File: config.mk
export PLATFORM = sky130hd
export DESIGN_NAME = fp16r_to_int16_seq
export DESIGN_NICKNAME = d
export VERILOG_FILES = /design/src/rtl/fp16r_to_int16_seq.sv
export SDC_FILE = /design/constraint.sdc
export NUM_CORES = 1
export LEC_CHECK = 0
export CORE_UTILIZATION = 55
export CTS_CLUSTER_SIZE = 24
export DETAILED_ROUTE_END_ITERATION = 6
export GPL_TIMING_DRIVEN = 0
export PLACE_DENSITY = 0.8
export SYNTH_ARGS = -nofsm -noshare
export SYNTH_HDL_FRONTEND = slang
export SYNTH_SLANG_ARGS = --single-unit
File: constraint.sdc
create_clock -name clk -period 2.19 [get_ports clk]
set_input_delay 0.219 -clock clk [delete_from_list [all_inputs] [get_ports clk]]
set_output_delay 0.219 -clock clk [all_outputs]
set_load 0.1 [all_outputs]
File: src/rtl/fp16r_to_int16_seq.sv
// Sequential FP16 to int16 converter, truncating toward zero.
// An accepted operand is decoded into a 16-bit magnitude and a shift count.
// The magnitude is shifted one bit per cycle, the sign is applied, and the
// result is held until the consumer takes it.
module fp16r_to_int16_seq (
    input  logic        clk,
    input  logic        rst,
    input  logic [15:0] arg_0,
    input  logic        in_valid,
    output logic        in_ready,
    output logic [15:0] ret_0,
    output logic        ret_1,
    output logic        out_valid,
    input  logic        out_ready
);

    typedef enum logic [1:0] {IDLE, SHIFT, SIGN, DONE} state_t;

    state_t      state;
    state_t      state_next;

    logic        sign_r;
    logic        left_r;
    logic        ovf_r;
    logic [15:0] mag;
    logic [3:0]  cnt;

    logic [4:0]  exp_in;
    logic [9:0]  frac_in;
    logic        accept;

    logic [15:0] mag_init;
    logic [3:0]  cnt_init;
    logic        left_init;
    logic        ovf_init;

    assign exp_in   = arg_0[14:10];
    assign frac_in  = arg_0[9:0];
    assign in_ready = (state == IDLE) && !rst;
    assign accept   = in_valid && in_ready;

    // Decode the incoming operand into starting magnitude, shift direction,
    // shift count and overflow flag. Saturated results are loaded directly as
    // magnitudes: 0x7FFF with sign 0 passes through the sign stage unchanged,
    // and 0x8000 with sign 1 negates to itself, so the sign stage needs no
    // separate special-case path.
    always_comb begin
        mag_init  = {5'b0, 1'b1, frac_in};
        cnt_init  = 4'd0;
        left_init = 1'b0;
        ovf_init  = 1'b0;
        if (exp_in <= 5'd14) begin
            mag_init = 16'h0000;
        end else if (exp_in <= 5'd24) begin
            cnt_init = 4'(5'd25 - exp_in);
        end else if (exp_in == 5'd25) begin
            cnt_init = 4'd0;
        end else if (exp_in <= 5'd29) begin
            cnt_init  = 4'(exp_in - 5'd25);
            left_init = 1'b1;
        end else if (exp_in == 5'd30) begin
            if (arg_0[15] && (frac_in == 10'd0)) begin
                mag_init = 16'h8000;
            end else begin
                mag_init = arg_0[15] ? 16'h8000 : 16'h7FFF;
                ovf_init = 1'b1;
            end
        end else begin
            ovf_init = 1'b1;
            if (frac_in == 10'd0) begin
                mag_init = arg_0[15] ? 16'h8000 : 16'h7FFF;
            end else begin
                mag_init = 16'h0000;
            end
        end
    end

    // State register, forced to IDLE by reset.
    always_ff @(posedge clk or posedge rst) begin
        if (rst) begin
            state <= IDLE;
        end else begin
            state <= state_next;
        end
    end

    // Next-state logic: one pass through SHIFT per remaining count, then a
    // single SIGN cycle, then wait in DONE for the consumer.
    always_comb begin
        state_next = state;
        case (state)
            IDLE:    if (accept) state_next = SHIFT;
            SHIFT:   if (cnt == 4'd0) state_next = SIGN;
            SIGN:    state_next = DONE;
            DONE:    if (out_ready) state_next = IDLE;
            default: state_next = IDLE;
        endcase
    end

    // Datapath: capture the operand, shift the magnitude, apply the sign and
    // hold the result until it is taken.
    always_ff @(posedge clk or posedge rst) begin
        if (rst) begin
            sign_r    <= 1'b0;
            left_r    <= 1'b0;
            ovf_r     <= 1'b0;
            mag       <= 16'h0000;
            cnt       <= 4'd0;
            ret_0     <= 16'h0000;
            ret_1     <= 1'b0;
            out_valid <= 1'b0;
        end else begin
            case (state)
                IDLE: begin
                    if (accept) begin
                        sign_r <= arg_0[15];
                        mag    <= mag_init;
                        cnt    <= cnt_init;
                        left_r <= left_init;
                        ovf_r  <= ovf_init;
                    end
                end
                SHIFT: begin
                    if (cnt != 4'd0) begin
                        mag <= left_r ? (mag << 1) : (mag >> 1);
                        cnt <= cnt - 4'd1;
                    end
                end
                SIGN: begin
                    ret_0     <= sign_r ? (~mag + 16'd1) : mag;
                    ret_1     <= ovf_r;
                    out_valid <= 1'b1;
                end
                DONE: begin
                    if (out_ready) begin
                        out_valid <= 1'b0;
                    end
                end
                default: begin
                    out_valid <= 1'b0;
                end
            endcase
        end
    end

endmodule

-- Word level (Yosys, flattened, before mapping)
Cells that the tools add are included.
- equal/unequal tests: 9
- add/subtract/negate cells: 4
- divide/modulo/power cells: 0
- $mul: 0
- order comparisons: 3
- reduce and logical (&&, ||, !) cells: 14
- multiplexer cells: 36
- shift-type cells: 0
- bitwise logic cells: 1
- operators with widths (kind ; number):
    $mux W16 ; 12
    $pmux W16 S2 ; 1
    $mux W4 ; 6
    $add A16 B1 Y16 const B ; 1
    $not A16 Y16 ; 1
    $mux W1 ; 11
    $eq A5 B5 Y1 const B ; 2
    $le A5 B5 Y1 const B ; 2
    $logic_not A10 Y1 ; 1
    $ne A2 B2 Y1 const B ; 4
    $pmux W2 S4 ; 1
    $pmux W4 S2 ; 1
    $mux W2 ; 3
    $reduce_and A3 Y1 ; 2
    $le A5 B4 Y1 const B ; 1
    $eq A2 B2 Y1 const B ; 2
    $logic_not A4 Y1 ; 1
    $reduce_and A2 Y1 ; 2
    $reduce_bool A2 Y1 ; 2
    $reduce_bool A4 Y1 ; 1
    $sub A4 B1 Y4 const B ; 1
    $sub A4 B4 Y4 const A ; 1
    $sub A4 B4 Y4 const B ; 1
    $logic_and A1 B1 Y1 ; 3
    4 further kinds ; 4
- memories kept: 0
- input port bits: 20
- bits in registers: 43
- output and inout bits: 19
- latch bits: 0
- bits in writable memories: 0
- word-level logic and storage cells: 76
- ROM bits: 0

-- Logic depth before layout (Yosys ltp)
- depth in word-level cells: 10
- depth in mapped cells: 7
- gate-level depth less buffers: 6

-- Least setup slack after synthesis
No wires, ideal clock.
- path type: reg-to-reg
- start: register state[0]
- end: register sign_r
- required time: 2065 ps
- setup time: 125 ps
- period minus slack after synthesis: 2885 ps
- path slack: -695 ps
- stages on the path, launching flop included: 6
- arrival time: 2760 ps
- path through: dfrtp_1 -> inv_1 -> ha_1 -> nor2b_1 -> nand2_1 -> mux2_2
- longest elaborated chain between the ends: 4
- ends and longest elaborated chain (element ; line ; RTL):
    from (decl) ; 19 ; state_t state;
    from (signal assigned) ; 83 ; state <= state_next;
    $logic_not A2 Y1 ; 39 ; assign in_ready = (state == IDLE) && !rst;
    $logic_and A1 B1 Y1 ; 39 ;
    via in_ready ; 10 ; output logic in_ready,
    $logic_and A1 B1 Y1 ; 40 ; assign accept = in_valid && in_ready;
    $reduce_and A2 Y1 (no line) ; -- ;
    to (signal assigned) ; 116 ; sign_r <= arg_0[15];
    to (decl) ; 22 ; logic sign_r;
The timed path passes the listed nets, and every way through them passes these cells.
A chain may end at the register's enable or synchronous reset.

-- Worst setup path after layout
- start: register state[0]
- end: output in_ready
- longest elaborated chain between the ends: 2
- ends and longest elaborated chain (element ; line):
    $logic_not A2 Y1 ; 39
    $logic_and A1 B1 Y1 ; 39
    to (decl) ; 10
No other way between the ends.

==> key figures <==
Route
  – Vias: 2551
  – Drt first pass iters: 5
  – Routed len/inst: 16.1 um
  – Initial DRC count: 177
  – DR vias/cell: 6.02
  – Detail Route Antenna Nets: 0
  – DRC violations left: 0
  – Drt total wl: 6810 um

Job
  – Max Cap Violations: 0

Timing
  – Min setup slack post-route: 0.0726 ns
  – Worst Tran Pin Value: 0.971 ns
  – Slew HR: 0.351
  – Min cycle time layout: 2.12 ns
  – Hold Vio Cnt, Final: 0
  – RSZ-0062 raised after global routing: false
  – Skew final: 0.00611 ns
  – Max frequency: 472 MHz
  – Final period utilization: 0.967
  – Final Max Slew Viols: 0
  – Hold WS: 0.434 ns
  – Final Setup Violations: 0

Floorplanning
  – Die ar.: 5410 um^2
  – Starting Density: 0.584
  – Total core area: 4820 um^2
  – I/O Pins: 39
  – Row cnt: 25
  – Chip width: 73.5 um
  – Die height: 73.5 um

Yosys
  – Syn Inst Count: 309
  – Ys async rst share: 1.00
  – Synth Area per Inst: 9.11 um^2
  – Synthesized area: 2820 um^2
  – Ys Warns: 0
  – Count of cell types in the netlist: 52
  – Yosys top cell by area: dfrtp_1
  – Top post-synthesis cells by count: dfrtp_1 (43), o21ai_0 (32), nor2_1 (23)
  – Synth Flop Type: dfrtp_1
  – EDFF count, synth: 0
  – Top cell type's share of synthesized area: 0.382
  – Count leader, synth: dfrtp_1
  – Syn_nets: 343
  – Synth top area cells: dfrtp_1 (38%), ha_1 (6.2%), o21ai_0 (5.7%)
  – Seq/Total Area, Yosys: 0.382
  – Number of synthesized register bits: 43

Critical path
  – Required time of the critical path: 1.97 ns
  – CP startpoint kind: flop
  – FF-to-FF Start: mag[1]$_DFFE_PP0P_
  – Critical Path AT: 1.90 ns
  – Reg2reg end: ret_0[10]$_DFFE_PP0P_
  – CP Capture Type: output pin
  – Reg2Reg Setup Slack: 0.14 ns
  – Crit path max fanout: 4
  – Crit Path Class: reg -> out
  – Worst Reg2Reg Path Length in Cells: 6

Clocking
  – Buffer depth of the longest clock path: 2
  – Clk root buf: clkbuf_8
  – Clk sinks: 43
  – Clk_lat worst skew: 0.29 ns
  – Num CTS Buffers: 5
  – CTS tree: yes
  – CTS clk-pin slew, worst paths: 0.08 ns
  – H-tree Lvls: 2

Hold path
  – Hold Path End: cnt[1]$_DFFE_PP0P_
  – Hold_sp: arg_0[11]
  – Worst Hold Class: in -> reg
  – Hold depth: 3

GRT
  – First-pass GRT wire length: 11500 um
  – Total GRT Usage: 0.275
  – Number of global-route vias before repair: 2425
  – Largest net degree at the start of global routing: 44
  – Initial antenna violation count: 0
  – Total global routing overflow: 0

Finish
  – Layout cell share with drive strength beyond 1: 0.120
  – Final nets: 390
  – Layout Cells excl Fill: 424
  – Post-Route Utilization: 0.717
  – Synth-to-Final Area Change: 22.8%
  – N_diodes: 0
  – Fillers: 389

Placement
  – DPL Wire Length: 4980 um
  – Post-placement cell count: 414
  – Pre-CTS WS: -0.452 ns
  – Port Buffer Count: 38
  – GPL Wtd Cong: 0.864

Status
  – Run status: finished, final reports clean
registers in the layout (all words and copies together) (netlist names):
| register | flops |
|---|---|
| cnt | 4 |
| left_r | 1 |
| mag | 16 |
| out_valid | 1 |
| ovf_r | 1 |
| ret_0 | 16 |
| ret_1 | 1 |
| sign_r | 1 |
| state | 2 |
worst max path at each step:
stage               depth (start not counted)                 start                    to  slack, ns
finish                                      4  state[0]$_DFFE_PP0P_              in_ready       0.07
global route                                7    cnt[0]$_DFFE_PP0P_  state[1]$_DFFE_PP0P_      0.003
CTS                                         8             arg_0[11]    mag[6]$_DFFE_PP0P_      0.008
detailed placement                          8             arg_0[11]     ovf_r$_DFFE_PP0P_      -0.45
global placement                            8             arg_0[11]    mag[4]$_DFFE_PP0P_      -0.36
floorplan                                   5  state[0]$_DFFE_PP0P_    sign_r$_DFFE_PP0P_       0.30
metrics by stage:
stage,area [um^2],setup TNS [ns]
6_report,3460,0
5_1_grt,3460,0
4_1_cts,3430,0
3_5_place_dp,3290,-5.55
3_3_place_gp,3290,-4.69
2_1_floorplan,2820,0
cells in the final DEF, fill, tap and decap left out, types with 2 or more instances in the layout:
cell,netlist,routed
buf_1,2,2
nor4_1,3,2
nand2_1,19,19
clkbuf_8,0,6
xor2_1,5,5
nand2b_1,3,3
o22a_1,5,5
nor2_1,23,22
clkdlybuf4s50_1,0,35
mux2i_1,5,5
ha_1,14,14
or4_4,2,2
mux2_2,5,5
inv_1,22,20
o2bb2ai_1,2,2
o221ai_1,12,11
o31ai_1,2,2
nand3b_1,5,5
inv_2,0,2
nand3_1,12,12
o21ai_0,32,31
nand4_1,4,4
dfrtp_1,43,43
xnor2_1,9,9
a21oi_1,16,16
clkbuf_1,15,9
a31oi_1,7,7
o41ai_2,2,2
nor2b_1,4,3
buf_6,2,2
dlymetal6s2s_1,0,2
nor3_1,5,5
or4_1,2,2
o41ai_4,2,2
or3_1,3,3
clkbuf_2,0,6
buf_4,0,2
buf_2,2,2
critical path: stages (launching register included):
cell and delay (ns):
dfrtp_1 0.41, inv_1 0.14, ha_1 0.29, nor2b_4 0.20
clkdlybuf4s15_2 0.56
logic make-up after synthesis:
family | count (synthesis) | synth area share
AO/OA/AOI/OAI | 92 | 0.234
flip-flops | 43 | 0.382
adder cells (fa/ha/maj) | 14 | 0.0622
XOR/XNOR | 14 | 0.0436
multiplexers | 10 | 0.0378
AND/OR/NAND/NOR | 93 | 0.177
buffers and inverters | 43 | 0.0636
what timing repair did:
item / in CTS / in global routing
pin swaps: 0 / 1
hold buffers: 0 / 0
gates resized for setup: 9 / 14
setup endpoints to repair: 13 / 21
gates cloned: 1 / 0
buffers inserted: 0 / 1
cell type report:
type	count	area [um^2]	area share
buffer	21	106	0.0308
sequential	43	1080	0.311
timing repair buffer	40	399	0.115
inverter	22	82.6	0.0239
tap	67	83.8	0.0243
multi-input combinational	223	1590	0.460
clock inverter	2	35.0	0.0101
clock buffer	6	82.6	0.0239
layer usage:
metal	GRT usage	up-vias	wire length (um)
met3	0.0466	17	457
met2	0.448	118	3260
met1	0.368	1194	2910
li1	-	1222	-
met5	0	-	0
met4	0.103	0	182
Power is not shown: default switching activity piles up to over one toggle a cycle in this logic, so the estimate is an artifact.
